### config.mk
export PLATFORM = sky130hd
export DESIGN_NAME = arith_sequencer
export DESIGN_NICKNAME = d
export VERILOG_FILES = /design/src/rtl/arith_sequencer.sv
export SDC_FILE = /design/constraint.sdc
export NUM_CORES = 1
export LEC_CHECK = 0
export CAP_MARGIN = 25
export CORE_MARGIN = 2
export CORE_UTILIZATION = 40
export DETAILED_ROUTE_END_ITERATION = 8
export PLACE_DENSITY = 0.72
export SYNTH_ARGS = -nofsm -noshare
export SYNTH_HDL_FRONTEND = slang
export SYNTH_SLANG_ARGS = --single-unit
### constraint.sdc
create_clock -name clock -period 1.6 [get_ports clock]
set_input_delay 0.32 -clock clock [delete_from_list [all_inputs] [get_ports clock]]
set_output_delay 0.32 -clock clock [all_outputs]
set_load 0.02 [all_outputs]
### src/rtl/arith_sequencer.sv
// Accumulator controller that sequences a shared fixed-latency arithmetic unit.
// Accepts LOAD/APPLY/CLEAR commands and writes APPLY results back into the accumulator.
module arith_sequencer #(
    parameter int WIDTH     = 16,
    parameter int ARITH_LAT = 3
) (
    input  logic             clock,
    input  logic             reset,
    input  logic             cmd_valid,
    output logic             cmd_ready,
    input  logic [1:0]       cmd_code,
    input  logic [1:0]       cmd_op,
    input  logic [WIDTH-1:0] cmd_value,
    output logic [WIDTH-1:0] arith_V1,
    output logic [WIDTH-1:0] arith_V2,
    output logic [1:0]       arith_opcode,
    output logic             arith_newop,
    input  logic [WIDTH-1:0] arith_answer,
    output logic [WIDTH-1:0] acc,
    output logic             acc_valid,
    output logic             done,
    output logic             ovf,
    output logic             err
);

    typedef enum logic [1:0] {IDLE, ISSUE, WAIT, CAPTURE} state_t;

    localparam logic [1:0] CMD_LOAD  = 2'b00;
    localparam logic [1:0] CMD_APPLY = 2'b01;
    localparam logic [1:0] CMD_CLEAR = 2'b10;
    localparam logic [1:0] OP_ADD    = 2'b00;
    localparam logic [1:0] OP_SUB    = 2'b10;
    localparam logic [1:0] OP_ILL    = 2'b11;
    localparam int         MSB       = WIDTH - 1;

    // WAIT runs for WAIT_INIT+1 cycles, i.e. ARITH_LAT-1; unused when ARITH_LAT is 1.
    localparam logic [3:0] WAIT_INIT = (ARITH_LAT >= 2) ? 4'(ARITH_LAT - 2) : 4'd0;
    localparam bit         SKIP_WAIT = (ARITH_LAT == 1);

    state_t     state, state_nxt;
    logic [3:0] wait_cnt;
    logic       accept;
    logic       apply_go;
    logic       add_ovf;
    logic       sub_ovf;

    assign accept   = cmd_valid & cmd_ready;
    assign apply_go = accept && (cmd_code == CMD_APPLY) && (cmd_op != OP_ILL);

    always_ff @(posedge clock or negedge reset) begin
        if (!reset) state <= IDLE;
        else        state <= state_nxt;
    end

    always_comb begin
        state_nxt = state;
        case (state)
            IDLE:    if (apply_go) state_nxt = ISSUE;
            ISSUE:   state_nxt = SKIP_WAIT ? CAPTURE : WAIT;
            WAIT:    if (wait_cnt == 4'd0) state_nxt = CAPTURE;
            CAPTURE: state_nxt = IDLE;
            default: state_nxt = IDLE;
        endcase
    end

    always_comb begin
        cmd_ready   = 1'b0;
        arith_newop = 1'b0;
        case (state)
            IDLE:    cmd_ready   = 1'b1;
            ISSUE:   arith_newop = 1'b1;
            default: ;
        endcase
    end

    always_ff @(posedge clock or negedge reset) begin
        if (!reset) begin
            wait_cnt <= 4'd0;
        end else if (state == ISSUE) begin
            wait_cnt <= WAIT_INIT;
        end else if (state == WAIT && wait_cnt != 4'd0) begin
            wait_cnt <= wait_cnt - 4'd1;
        end
    end

    // Signed overflow judged from operand/result sign bits; subtract is V2 - V1.
    assign add_ovf = (arith_V1[MSB] == arith_V2[MSB]) && (arith_answer[MSB] != arith_V1[MSB]);
    assign sub_ovf = (arith_V1[MSB] != arith_V2[MSB]) && (arith_answer[MSB] != arith_V2[MSB]);

    always_ff @(posedge clock or negedge reset) begin
        if (!reset) begin
            arith_V1     <= '0;
            arith_V2     <= '0;
            arith_opcode <= 2'b00;
            acc          <= '0;
            acc_valid    <= 1'b0;
            done         <= 1'b0;
            ovf          <= 1'b0;
            err          <= 1'b0;
        end else begin
            done <= 1'b0;
            case (state)
                IDLE: begin
                    if (accept) begin
                        case (cmd_code)
                            CMD_LOAD: begin
                                acc       <= cmd_value;
                                acc_valid <= 1'b1;
                            end
                            CMD_CLEAR: begin
                                acc       <= '0;
                                acc_valid <= 1'b0;
                                ovf       <= 1'b0;
                                err       <= 1'b0;
                            end
                            CMD_APPLY: begin
                                if (cmd_op == OP_ILL) begin
                                    err <= 1'b1;
                                end else begin
                                    arith_V1     <= cmd_value;
                                    arith_V2     <= acc_valid ? acc : '0;
                                    arith_opcode <= cmd_op;
                                end
                            end
                            default: ;
                        endcase
                    end
                end
                CAPTURE: begin
                    acc       <= arith_answer;
                    acc_valid <= 1'b1;
                    done      <= 1'b1;
                    case (arith_opcode)
                        OP_ADD:  ovf <= add_ovf;
                        OP_SUB:  ovf <= sub_ovf;
                        default: ovf <= 1'b0;
                    endcase
                end
                default: ;
            endcase
        end
    end

endmodule
### Word-level counts from Yosys, hierarchy flattened

Cells that the tools add are included.

| word-level totals | value |
|---|---|
| bits in read-only memories | 0 |
| memories kept | 0 |
| bits in latches | 0 |
| output and inout port bits | 56 |
| bits of input ports | 39 |
| RAM bits | 0 |
| register bits after elaboration | 60 |
| word-level logic and storage cells | 70 |

| operators by class | value |
|---|---|
| mux-type cells | 21 |
| div/mod/pow operators | 0 |
| eq/ne operators | 18 |
| reduce and logical (&&, ||, !) cells | 18 |
| multipliers | 0 |
| order comparisons | 0 |
| add/subtract/negate cells | 1 |
| shift-type cells | 0 |
| bitwise operators | 2 |

Operators by type and width:

| cell | number |
|---|---|
| case mux 16 bit (2 select lines) | 2 |
| 2-to-1 mux 16 bit | 2 |
| == test 2 bit, second input constant | 5 |
| case mux 1 bit (2 select lines) | 5 |
| 2-to-1 mux 4 bit | 2 |
| != test 2 bit, second input constant | 4 |
| case mux 2 bit (4 select lines) | 1 |
| AND reduction 4 bit | 2 |
| 2-to-1 mux 1 bit | 7 |
| zero test 2 bit | 3 |
| AND reduction 3 bit | 2 |
| nonzero test 2 bit | 3 |
| logical AND 1 bit | 5 |
| == test 2 x 1 -> 1 bit, second input constant | 2 |
| zero test 4 bit | 1 |
| 2-to-1 mux 2 bit | 2 |
| != test 2 x 1 -> 1 bit, second input constant | 2 |
| nonzero test 4 bit | 1 |
| subtractor 4 x 1 -> 4 bit, second input constant | 1 |
| != test 1 bit | 3 |
| != test 3 x 1 -> 1 bit, second input constant | 1 |
| AND reduction 2 bit | 1 |
| bitwise AND 1 bit | 1 |
| == test 1 bit | 1 |
| NOT 1 bit | 1 |

### Longest topological paths before layout

Gate-level depths: netlist (run 1).

| logic depth | value |
|---|---|
| depth after elaboration | 7 |
| mapped depth | 8 |
| depth with buffers taken out | 5 |

### Worst setup path before layout (run 1)

No wires, ideal clock.

| timing path | value |
|---|---|
| path type | register to register |
| from | register state[0] |
| to | register arith_V1[15] |
| path slack | -211 ps |
| library setup time | 125 ps |
| stages on the path, launching flop included | 9 |
| period minus slack after synthesis | 1,811 ps |
| required time | 1,475 ps |
| arrival time | 1,686 ps |
| buffers on the path | 3 |
| cells stage by stage | dfrtp_1 -> inv_1 -> ha_1 -> buf_4 -> nand4b_1 -> buf_2 -> buf_2 -> o21ai_0 -> o21ai_1 |

| between the ends | value |
|---|---|
| longest elaborated chain between the ends | 4 |

RTL lines:

| element | line | source |
|---|---|---|
| start, declared | 40 | `state_t state, state_nxt;` |
| start signal, assigned | 52 | `else state <= state_nxt;` |
| zero test 2 bit | 69 | `case (state)` |
| 2-to-1 mux 1 bit | 69 |  |
| net cmd_ready | 10 | `output logic cmd_ready,` |
| bitwise AND 1 bit | 47 | `assign accept = cmd_valid & cmd_ready;` |
| AND reduction 4 bit (no line) | -- |  |
| end signal, assigned | 120 | `arith_V1 <= cmd_value;` |
| end, declared | 14 | `output logic [WIDTH-1:0] arith_V1,` |

The timed path passes the listed nets, and every way through them passes these cells.
A chain may end at the register's enable or synchronous reset.

### Final worst setup path (run 1)

| timing path | value |
|---|---|
| from | register state[0] |
| to | register arith_V2[2] |

| between the ends | value |
|---|---|
| longest elaborated chain between the ends | 4 |

RTL lines:

| element | line | source |
|---|---|---|
| zero test 2 bit * | 69, 102 |  |
| 2-to-1 mux 1 bit | 69 |  |
| bitwise AND 1 bit | 47 |  |
| AND reduction 4 bit (no line) * | -- |  |
| end signal, assigned | 121 | `arith_V2 <= acc_valid ? acc : '0;` |
| end, declared | 15 | `output logic [WIDTH-1:0] arith_V2,` |

Every way passes the cells marked *; elsewhere a longest branch is shown, timed or not.

==> summary.txt, run 1 <==
Floorplan
  • Initial core utilization: 0.405
  • CORE AREA: 7140 µm²
  • I/O pins: 95
  • Die area: between 7000 and 8000 µm²
  • # rows: 31
  • Die outline width: approximately 89 µm
  • Chip height: between 80 and 90 µm

Detailed routing
  • WL final: 7550 µm
  • Pre-Repair DR Iteration Count: 4
  • Via-to-Cell Ratio: between 5 and 6
  • ANT nets after route: 0
  • DR iter-0 viols: 110
  • DRC errors left: 0
  • Vias: 2521
  • Per-cell routed wire length: between 10 and 15 µm

Cells and area
  • Most frequent cells in the layout: dfrtp_1, dlygate4sd2_1, clkdlybuf4s50_1, nand2_1, o21ai_0
  • Synthesis-to-layout area growth: 48.9%
  • Filler cells: between 600 and 700
  • Share of cells above drive strength 1: 0.188
  • Final nets: roughly 450
  • Most common cell after layout, fill and taps aside: dfrtp_1
  • ANT cells: 0

Global route
  • Largest net degree at the start of global routing: between 60 and 70
  • Initial antenna violation count: 0
  • GRT Util Overall: 0.198
  • Global-route wire length before repair: between 10000 and 15000 µm
  • Vias in the first global route: ~2500
  • Total gr overflow: 0

Power and ir drop
  • Combinational share of power: 0.522
  • Sw Share: 0.402
  • Max VDD drop: just over 0.9 mV
  • Leak: 0.00204 µW
  • Sw Pwr: around 3400 µW
  • Power per cell area: approximately 2000 nW/µm²
  • P_int: 5070 µW
  • Sequential share of power: 0.310
  • Total chip power: 8490 µW
  • Clock network power share: 0.169

Critical path
  • CP max stage delay: approximately 0.43 ns
  • CP max stage cell: dfrtp_1
  • CP Launch Type: flip-flop
  • Arrival @ worst endpoint: around 1.9 ns
  • Worst setup EP type: flip-flop
  • Critical path peak fanout: 18
  • Required time of the critical path: about 1.9 ns
  • Setup CP Type: flip-flop to flip-flop
  • CP Cell Sequence: inv_2 -> ha_4 -> nand4b_1 -> or2_4 -> buf_12 -> o21ai_2

Timing
  • FMAX: between 600 and 700 MHz
  • Worst-Margin Slew: around 0.31 ns
  • Minimum clock period: between 1.5 and 2 ns
  • Slew HR: 0.790
  • Fin. Hold Viols: 0
  • Unrepaired setup endpoints after global routing: true
  • Period utilization: 0.996
  • Setup TNS: 0 ns
  • Clock skew: roughly 0.0085 ns
  • Final setup vio count: 0
  • Pins Over Slew Limit: 0

CTS
  • TritonCTS clock tree: done
  • Sink Count: 60
  • Inserted Clock Buffers: 9
  • Maximum buffer depth of the clock tree: 2
  • Clock latency on the worst-skew pair: ~0.34 ns
  • Reg clk slew, reported paths: 0.07 ns
  • Clk root buf: clkbuf_8
  • H-tree levels: 3

Logic synthesis
  • Post-Syn Nets: roughly 340
  • Ys async rst share: 1.00
  • Post-synth EDFFs: 0
  • Flip-flop and latch count after synthesis: 60
  • Sequential area share after synthesis: 0.519
  • Synth Cell Area: a little under 3000 µm²
  • Synth Warn #: 0
  • Dominant synthesized flop cell: dfrtp_1
  • Synth Instances: 290
  • Unique masters post-synth: 36
  • Syn_area_per_cell: about 10 µm²

Place
  • HPWL after detailed placement: roughly 5200 µm
  • Number of port buffers: 94
  • Routability congestion estimate: slightly above 0.8

Min path
  • Min-delay worst type: flip-flop to flip-flop

Run
  • Max-cap check violation count: 0

Status
  • Outcome: complete, no violations
## flip-flops by register name (all words and copies together), names as in the netlist
signal and cells:
arith_V1 16, arith_V2 16, arith_opcode 2, done 1, wait_cnt 4, ovf 1
err 1, state 2, acc 16, acc_valid 1
## kinds of logic after synthesis
family,count (synthesis),synth area share
buf+inv,45,0.0735
simple gates,57,0.0930
fa+ha+maj,7,0.0303
flops,60,0.519
xor+xnor,1,0.00303
compound gates,101,0.208
mux,19,0.0731
## synth_stat cells (3+ instances only)
library cell | count | area (µm²)
dfrtp_1 | 60 | 1500
o21ai_0 | 40 | 200
nand2_1 | 33 | 124
o21ai_1 | 31 | 155
inv_1 | 24 | 90.1
o31ai_1 | 16 | 120
clkbuf_1 | 10 | 37.5
mux2_1 | 10 | 113
ha_1 | 7 | 87.6
mux2_2 | 7 | 78.8
nor2_1 | 7 | 26.3
buf_2 | 5 | 25.0
buf_6 | 4 | 45.0
nor2b_1 | 4 | 25.0
nor3_1 | 3 | 15.0
## cell type report
class	count	area, µm²	share of cell area
clock buffers	12	165	0.0383
inverters	24	90.1	0.0209
clock inverters	3	45.0	0.0105
flip-flops and latches	60	1500	0.349
multi-input cells	185	1250	0.290
well taps	99	124	0.0288
repair buffers	121	1130	0.263
## path summary, 6_finish.rpt
check                      depth (start not counted)                     from  slack [ns]                  endpoint
min in group asynchronous                          3                    reset        0.51  arith_V1[13]$_DFFE_PN0P_
max reg2reg                                        6     state[0]$_DFFE_PN0P_       0.006   arith_V2[2]$_DFFE_PN0P_
min                                                2  arith_V2[9]$_DFFE_PN0P_        0.50   arith_V2[9]$_DFFE_PN0P_
max in group asynchronous                          3                    reset        0.82   arith_V2[1]$_DFFE_PN0P_
min reg2reg                                        2  arith_V2[9]$_DFFE_PN0P_        0.50   arith_V2[9]$_DFFE_PN0P_
max                                                6     state[0]$_DFFE_PN0P_       0.006   arith_V2[2]$_DFFE_PN0P_
## power groups by stage
stage | Sequential (µW) | Clock (µW) | Combinational [µW]
floorplan | 3320 | 0 | 1930
global placement | 2660 | 0 | 4610
detailed placement | 2660 | 0 | 4710
CTS | 2620 | 1450 | 4330
global route | 2710 | 1520 | 4810
finish | 2630 | 1430 | 4430
## routing by layer
layer	vias to the layer above	GRT usage	wire [µm]
li1	1231	-	-
met1	1213	0.255	3400
met2	63	0.324	3710
met3	14	0.0314	245
met4	0	0.102	198
met5	-	0	0
## timing repair
action                                 in CTS  in global routing
hold buffers                                1                  0
pin swaps                                   1                  0
cloned                                      0                  0
setup buffers                               2                  0
resized for setup                          64                 18
setup endpoints to repair                  57                 52
endpoints found under the hold margin      60                  0
## critical path: cells and delay by family (launching register included)
family                     cells  cell delay, ns
and+or+nand+nor                2            0.52
DFF                            1            0.43
buffers and inverters          2            0.27
adders and majority gates      1            0.16
AOI/OAI and AO/OA              1            0.15
## metrics by stage
stage / area [µm²] / std cells / setup WS (ns) / hold WS, ns / util
2_1_floorplan: 2910 / 290 / -0.0214 / 0.0244 / -
3_3_place_gp: 4090 / 486 / -0.217 / 0.349 / 0.572
3_5_place_dp: 4090 / 486 / -0.277 / 0.348 / 0.572
4_1_cts: 4250 / 504 / 0.00151 / 0.507 / 0.596
5_1_grt: 4310 / 504 / -0.0723 / 0.527 / 0.603
6_report: 4310 / 504 / 0.00604 / 0.499 / 0.603
Note: power is estimated with default switching activity, not from simulation.
==> inputs of run 2 (changes only) <==
--- a/config.mk
+++ b/config.mk
@@ -7,9 +7,10 @@
 export LEC_CHECK = 0
 export CAP_MARGIN = 25
 export CORE_MARGIN = 2
-export CORE_UTILIZATION = 40
+export CORE_UTILIZATION = 35
+export CTS_CLUSTER_DIAMETER = 30
 export DETAILED_ROUTE_END_ITERATION = 8
-export PLACE_DENSITY = 0.72
+export PLACE_DENSITY = 0.64
 export SYNTH_ARGS = -nofsm -noshare
 export SYNTH_HDL_FRONTEND = slang
 export SYNTH_SLANG_ARGS = --single-unit
==> run 2 against run 1 <==
  * Routed wire length is 4.0% higher
  * Total power rose by 12%
  * Setup slack worse by 0.038 ns
  * Final cell count grew 2.8%
  * Clock skew is 0.00092 ns lower
  * First-iteration DRC count decreased by 24%
  * Worst hold slack lost 0.0056 ns
  * The run now ends with setup timing left
  * Via count up 0.20%
  * Die area grew 14%
==> summary.txt, run 2 (synthesis results as in run 1) <==
Critical path
  • Required time of the critical path: roughly 1.8 ns
  • R2R Path End: acc_valid$_DFFE_PN0P_
  • CP max stage cell: dfrtp_2
  • Arrival @ worst endpoint: 1.86 ns
  • Critical path peak fanout: 5
  • CP Cell Sequence: inv_2 -> ha_4 -> buf_12 -> a21oi_4 -> clkbuf_16 -> mux2_4
  • R2R Setup Slk: -0.03 ns
  • Worst r2r path cells: 6
  • Setup CP Type: flip-flop to flip-flop
  • Worst setup EP type: flip-flop
  • CP Launch Type: flip-flop
  • CP max stage delay: 0.41 ns
  • Reg2Reg Launch Point: state[0]$_DFFE_PN0P_

Power and ir drop
  • Leak: between 0.002 and 0.0025 µW
  • Total chip power: 9520 µW
  • Max VDD drop: roughly 1 mV
  • Power per cell area: 2080 nW/µm²

Global route
  • Largest net degree at the start of global routing: between 60 and 70
  • GRT Util Overall: 0.179
  • Vias in the first global route: between 2000 and 2500
  • Global-route wire length before repair: between 10000 and 15000 µm
  • Initial antenna violation count: 0
  • Total gr overflow: 0

Detailed routing
  • WL final: between 7000 and 8000 µm
  • DR iter-0 viols: 84
  • DRC errors left: 0
  • Per-cell routed wire length: between 15 and 20 µm
  • Vias: ~2500
  • ANT nets after route: 0
  • Pre-Repair DR Iteration Count: 4
  • Via-to-Cell Ratio: between 4 and 5

Min path
  • Hold Path End: ovf$_DFFE_PN0P_
  • Hold depth: 1
  • Min-delay worst type: flip-flop to flip-flop
  • Min-Delay Startpoint: ovf$_DFFE_PN0P_

Status
  • Outcome: finished with violations
  • Failing checks: setup timing

Floorplan
  • I/O pins: 95
  • Die area: approximately 9000 µm²
  • Initial core utilization: 0.357
  • Chip height: roughly 95 µm
  • # rows: 33
  • CORE AREA: 8090 µm²
  • Die outline width: 94.9 µm

Place
  • Number of port buffers: 94
  • HPWL after detailed placement: roughly 5300 µm
  • Routability congestion estimate: 0.784

Timing
  • Pins Over Slew Limit: 0
  • Final setup vio count: 18
  • FMAX: 613 MHz
  • Period utilization: 1.02
  • Clock skew: approximately 0.0075 ns
  • Worst-Margin Slew: 0.321 ns
  • Minimum clock period: roughly 1.6 ns
  • Unrepaired setup endpoints after global routing: true
  • Fin. Hold Viols: 0
  • Slew HR: 0.786
  • Hold_ws: about 0.5 ns
  • Final WS setup: -0.0319 ns

CTS
  • Sink Count: 60
  • H-tree levels: 3
  • Maximum buffer depth of the clock tree: 2
  • Clock latency on the worst-skew pair: between 0.3 and 0.4 ns
  • Reg clk slew, reported paths: about 0.070 ns
  • TritonCTS clock tree: done
  • Clk root buf: clkbuf_8
  • Inserted Clock Buffers: 9

Run
  • Max-cap check violation count: 0

Cells and area
  • Most frequent cells in the layout: dfrtp_1, dlygate4sd2_1, clkdlybuf4s50_1, nand2_1, o21ai_0
  • Biggest regs: acc (16), arith_V1 (16), arith_V2 (16)
  • Most common cell after layout, fill and taps aside: dfrtp_1
  • Final Core Density: 0.565
  • Final nets: about 450
  • Synthesis-to-layout area growth: 58.0%
  • ANT cells: 0
  • Share of cells above drive strength 1: 0.257
run 2: report_power, final:
group / switching, µW / leakage, µW / internal [µW] / total (µW)
Combinational: 2570 / 0.00130 / 2670 / 5240
Clock: 610 / 0.000116 / 1010 / 1620
Sequential: 471 / 0.000752 / 2190 / 2660
run 2: stage by stage:
step | std cells | worst slack [ns] | TNS (ns) | area, µm²
after floorplan | 290 | -0.0214 | -0.234 | 2910
after global placement | 495 | -0.221 | -9.77 | 4140
after detailed placement | 495 | -0.268 | -11.58 | 4140
after CTS | 514 | -0.0564 | -1.26 | 4440
after global routing | 518 | -0.0947 | -2.89 | 4570
final | 518 | -0.0319 | -0.306 | 4570
run 2: worst max path at each step:
stage | start | endpoint | slack, ns | depth (start not counted)
floorplan | state[0]$_DFFE_PN0P_ | acc[10]$_DFFE_PN0P_ | -0.02 | 6
global placement | cmd_valid | acc[8]$_DFFE_PN0P_ | -0.22 | 5
detailed placement | cmd_valid | arith_V2[0]$_DFFE_PN0P_ | -0.27 | 5
CTS | state[0]$_DFFE_PN0P_ | arith_V2[0]$_DFFE_PN0P_ | -0.06 | 6
global route | state[0]$_DFFE_PN0P_ | arith_V2[0]$_DFFE_PN0P_ | -0.09 | 6
finish | state[0]$_DFFE_PN0P_ | acc_valid$_DFFE_PN0P_ | -0.03 | 6
run 2: critical path, delay by kind of cell (launching register included):
| kind | cells | cell delay (ns) |
|---|---|---|
| compound gates | 1 | 0.24 |
| fa+ha+maj | 1 | 0.17 |
| buf+inv | 3 | 0.40 |
| flops | 1 | 0.41 |
| mux | 1 | 0.29 |
run 2: layer usage:
metal	vias up	track usage	wire [µm]
li1	1239	-	-
met1	1200	0.232	3570
met2	73	0.285	3740
met3	14	0.0391	388
met4	0	0.0857	158
met5	-	0	0
run 2: cell type report:
| cell class | instances | area (µm²) |
|---|---|---|
| sequential | 60 | 1500 |
| clock buffer | 13 | 169 |
| tap | 105 | 131 |
| inverter | 24 | 90.1 |
| fill | 748 | 3520 |
| multi-input combinational | 185 | 1370 |
| clock inverter | 3 | 67.6 |
| timing repair buffer | 128 | 1240 |
run 2: what timing repair did:
item,in CTS,in global routing
gates cloned,0,1
setup endpoints to repair,97,55
hold endpoints to repair,60,0
gates resized for setup,87,27
buffers inserted,2,3
pin swaps,2,4
hold buffers,1,0
==> inputs of run 3 (changes only) <==
--- a/config.mk
+++ b/config.mk
@@ -6,11 +6,14 @@
 export NUM_CORES = 1
 export LEC_CHECK = 0
 export CAP_MARGIN = 25
+export CELL_PAD_IN_SITES_DETAIL_PLACEMENT = 1
+export CELL_PAD_IN_SITES_GLOBAL_PLACEMENT = 2
 export CORE_MARGIN = 2
-export CORE_UTILIZATION = 35
+export CORE_UTILIZATION = 34
 export CTS_CLUSTER_DIAMETER = 30
 export DETAILED_ROUTE_END_ITERATION = 8
-export PLACE_DENSITY = 0.64
+export DONT_BUFFER_PORTS = 1
+export PLACE_DENSITY = 0.73
 export SYNTH_ARGS = -nofsm -noshare
 export SYNTH_HDL_FRONTEND = slang
 export SYNTH_SLANG_ARGS = --single-unit
==> run 3 against run 2 <==
  * The run ends with hold timing, setup timing left
  * Die area rose by 2.8%
  * Flip-flop and latch count did not move
  * Clock skew rose by 0.0022 ns
  * Via count fell by 13%
  * Combinational power fell by 44%
  * Clock-buffer cell count fell by 2
  * Clock power fell by 7%
  * Critical path depth fell by 3
  * Global-route usage fell by 0.65 points
  * Final cell count fell by 19%
  * Sequential power rose by 31%
  * Worst hold slack got worse by 0.81 ns
  * Critical path type is now flip-flop to output pin
==> summary.txt, run 3 (synthesis results as in run 1) <==
Timing
  • Hold_ws: -0.321 ns
  • Unrepaired setup endpoints after global routing: true
  • Pins Over Slew Limit: 0
  • Final setup vio count: 1
  • FMAX: roughly 620 MHz
  • Period utilization: 1.01
  • Final WS setup: -0.0140 ns
  • Fin. Hold Viols: 60
  • Clock skew: 0.00972 ns
  • Minimum clock period: 1.61 ns
  • Setup TNS: -0.0140 ns
  • Worst-Margin Slew: approximately 0.30 ns
  • Slew HR: 0.796

Floorplan
  • Chip height: around 96 µm
  • Initial core utilization: 0.352
  • Die area: 9260 µm²
  • I/O pins: 95
  • CORE AREA: roughly 8200 µm²
  • # rows: 33
  • Die outline width: 96.2 µm

CTS
  • Sink Count: 60
  • Reg clk slew, reported paths: 0.07 ns
  • Clk root buf: clkbuf_8
  • Maximum buffer depth of the clock tree: 2
  • H-tree levels: 3
  • Clock latency on the worst-skew pair: 0.33 ns
  • Inserted Clock Buffers: 9
  • TritonCTS clock tree: done

Critical path
  • CP max stage cell: dfrtp_1
  • Required time of the critical path: between 1 and 1.5 ns
  • CP Buf/Inv Count: 2
  • Setup CP Type: flip-flop to output pin
  • Critical path peak fanout: 7
  • CP max stage delay: ~0.42 ns
  • Arrival @ worst endpoint: roughly 1.3 ns
  • Worst setup EP type: output pin
  • CP delay by family, top: flip-flops
  • CP Cell Sequence: buf_4 -> ha_2 -> buf_4
  • CP Launch Type: flip-flop
  • R2R Setup Slk: 0 ns
  • Most common cell on crit path: buf_4

Place
  • DP Worst Slack: -0.0107 ns
  • Number of port buffers: 0
  • HPWL after detailed placement: between 5000 and 6000 µm
  • Placed cells: between 300 and 400
  • Dpl cell area: 3110 µm²
  • Routability congestion estimate: around 0.75

Cells and area
  • Area occupied by multi-input gates: about 1300 µm²
  • Final nets: 356
  • Share of cells above drive strength 1: 0.261
  • Synthesis-to-layout area growth: 21.0%
  • Most common cell after layout, fill and taps aside: dfrtp_1
  • FF/Latch Area: roughly 1500 µm²
  • ANT cells: 0
  • Final instance area: approximately 3500 µm²
  • Filler cells: between 900 and 1000
  • Biggest regs: acc (16), arith_V1 (16), arith_V2 (16)
  • Most frequent cells in the layout: dfrtp_1, nand2_1, o21ai_0, o21ai_1, buf_4
  • Non-Filler Instances: between 400 and 500

Power and ir drop
  • Sequential share of power: 0.438
  • Sw Share: 0.419
  • Leak: roughly 0.0016 µW
  • Power per cell area: about 2300 nW/µm²
  • Max VDD drop: ~1 mV
  • Combinational share of power: 0.371
  • P_int: 4620 µW
  • Clock network power share: 0.190
  • Sw Pwr: 3340 µW

Detailed routing
  • Pre-Repair DR Iteration Count: 4
  • WL final: roughly 7900 µm
  • Via-to-Cell Ratio: ~5.3
  • Per-cell routed wire length: around 19 µm
  • Vias: ~2200
  • ANT nets after route: 0
  • DR iter-0 viols: 51
  • DRC errors left: 0

Global route
  • Global-route wire length before repair: roughly 12000 µm
  • Initial antenna violation count: 0
  • GRT Util Overall: 0.173
  • Vias in the first global route: 2336
  • Total gr overflow: 0
  • Largest net degree at the start of global routing: a little over 60

Run
  • Max-cap check violation count: 0

Status
  • Outcome: finished with violations
  • Failing checks: hold timing, setup timing

Min path
  • Min-delay worst type: input port to asynchronous set/reset pin
run 3: cell count changes in the layout (fill, tap and decap cells not counted), sizes merged:
cell           previous run  this run
clkbuf                   14        12
clkinvlp                  1         0
clkdlybuf4s50            37         0
dlygate4sd2              54         0
dlygate4sd3               1         0
buf                      35        29
clkinv                    0         2
run 3: timing repair:
| item | CTS | global route |
|---|---|---|
| buffers inserted | 4 | 3 |
| pin swaps | 2 | 0 |
| endpoints found under the setup margin | 37 | 54 |
| gates cloned | 0 | 1 |
| gates resized for setup | 2 | 29 |
| hold endpoints to repair | 60 | 60 |
run 3: final timing paths:
path                                        from                 endpoint  depth (start not counted)
max                         state[0]$_DFFE_PN0P_              arith_newop                          3
min                                        reset           done$_DFF_PN0_                          0
max reg2reg                 state[0]$_DFFE_PN0P_       acc[1]$_DFFE_PN0P_                          6
min reg2reg                acc_valid$_DFFE_PN0P_  arith_V2[1]$_DFFE_PN0P_                          2
max in group asynchronous                  reset  wait_cnt[0]$_DFFE_PN0P_                          0
min in group clock                   cmd_code[1]          err$_DFFE_PN0P_                          1
run 3: final cells by class:
type | instances | area share
Sequential cell | 60 | 0.429
Multi-Input combinational cell | 185 | 0.366
Timing Repair Buffer | 30 | 0.0797
Clock buffer | 11 | 0.0404
Tap cell | 105 | 0.0375
Inverter | 24 | 0.0257
Clock inverter | 4 | 0.0211
run 3: metal layers:
metal | up-vias | track usage | share of wire
met5 | - | 0 | 0
met4 | 0 | 0.0500 | 0.0054
met3 | 5 | 0.0603 | 0.068
met2 | 56 | 0.282 | 0.49
met1 | 1103 | 0.215 | 0.44
li1 | 1038 | - | -
run 3: worst register-to-register path, cell delays in order (launching register included):
cell and delay, ns:
dfrtp_1 0.41, inv_2 0.09, ha_4 0.17, buf_4 0.14, a21oi_4 0.17, buf_4 0.18
mux2_2 0.33
run 3: power by group through the flow:
stage / clock network (µW) / logic, µW / registers, µW
CTS: 1550 / 2670 / 3510
finish: 1510 / 2960 / 3490
detailed placement: 0 / 2550 / 3540
global route: 1600 / 3300 / 3600
floorplan: 0 / 1930 / 3320
global placement: 0 / 2460 / 3520
run 3: through the flow:
stage,utilization,power [µW]
finish,0.426,7960
global route,0.426,8500
CTS,0.409,7720
detailed placement,0.378,6090
global placement,0.378,5980
floorplan,-,5250
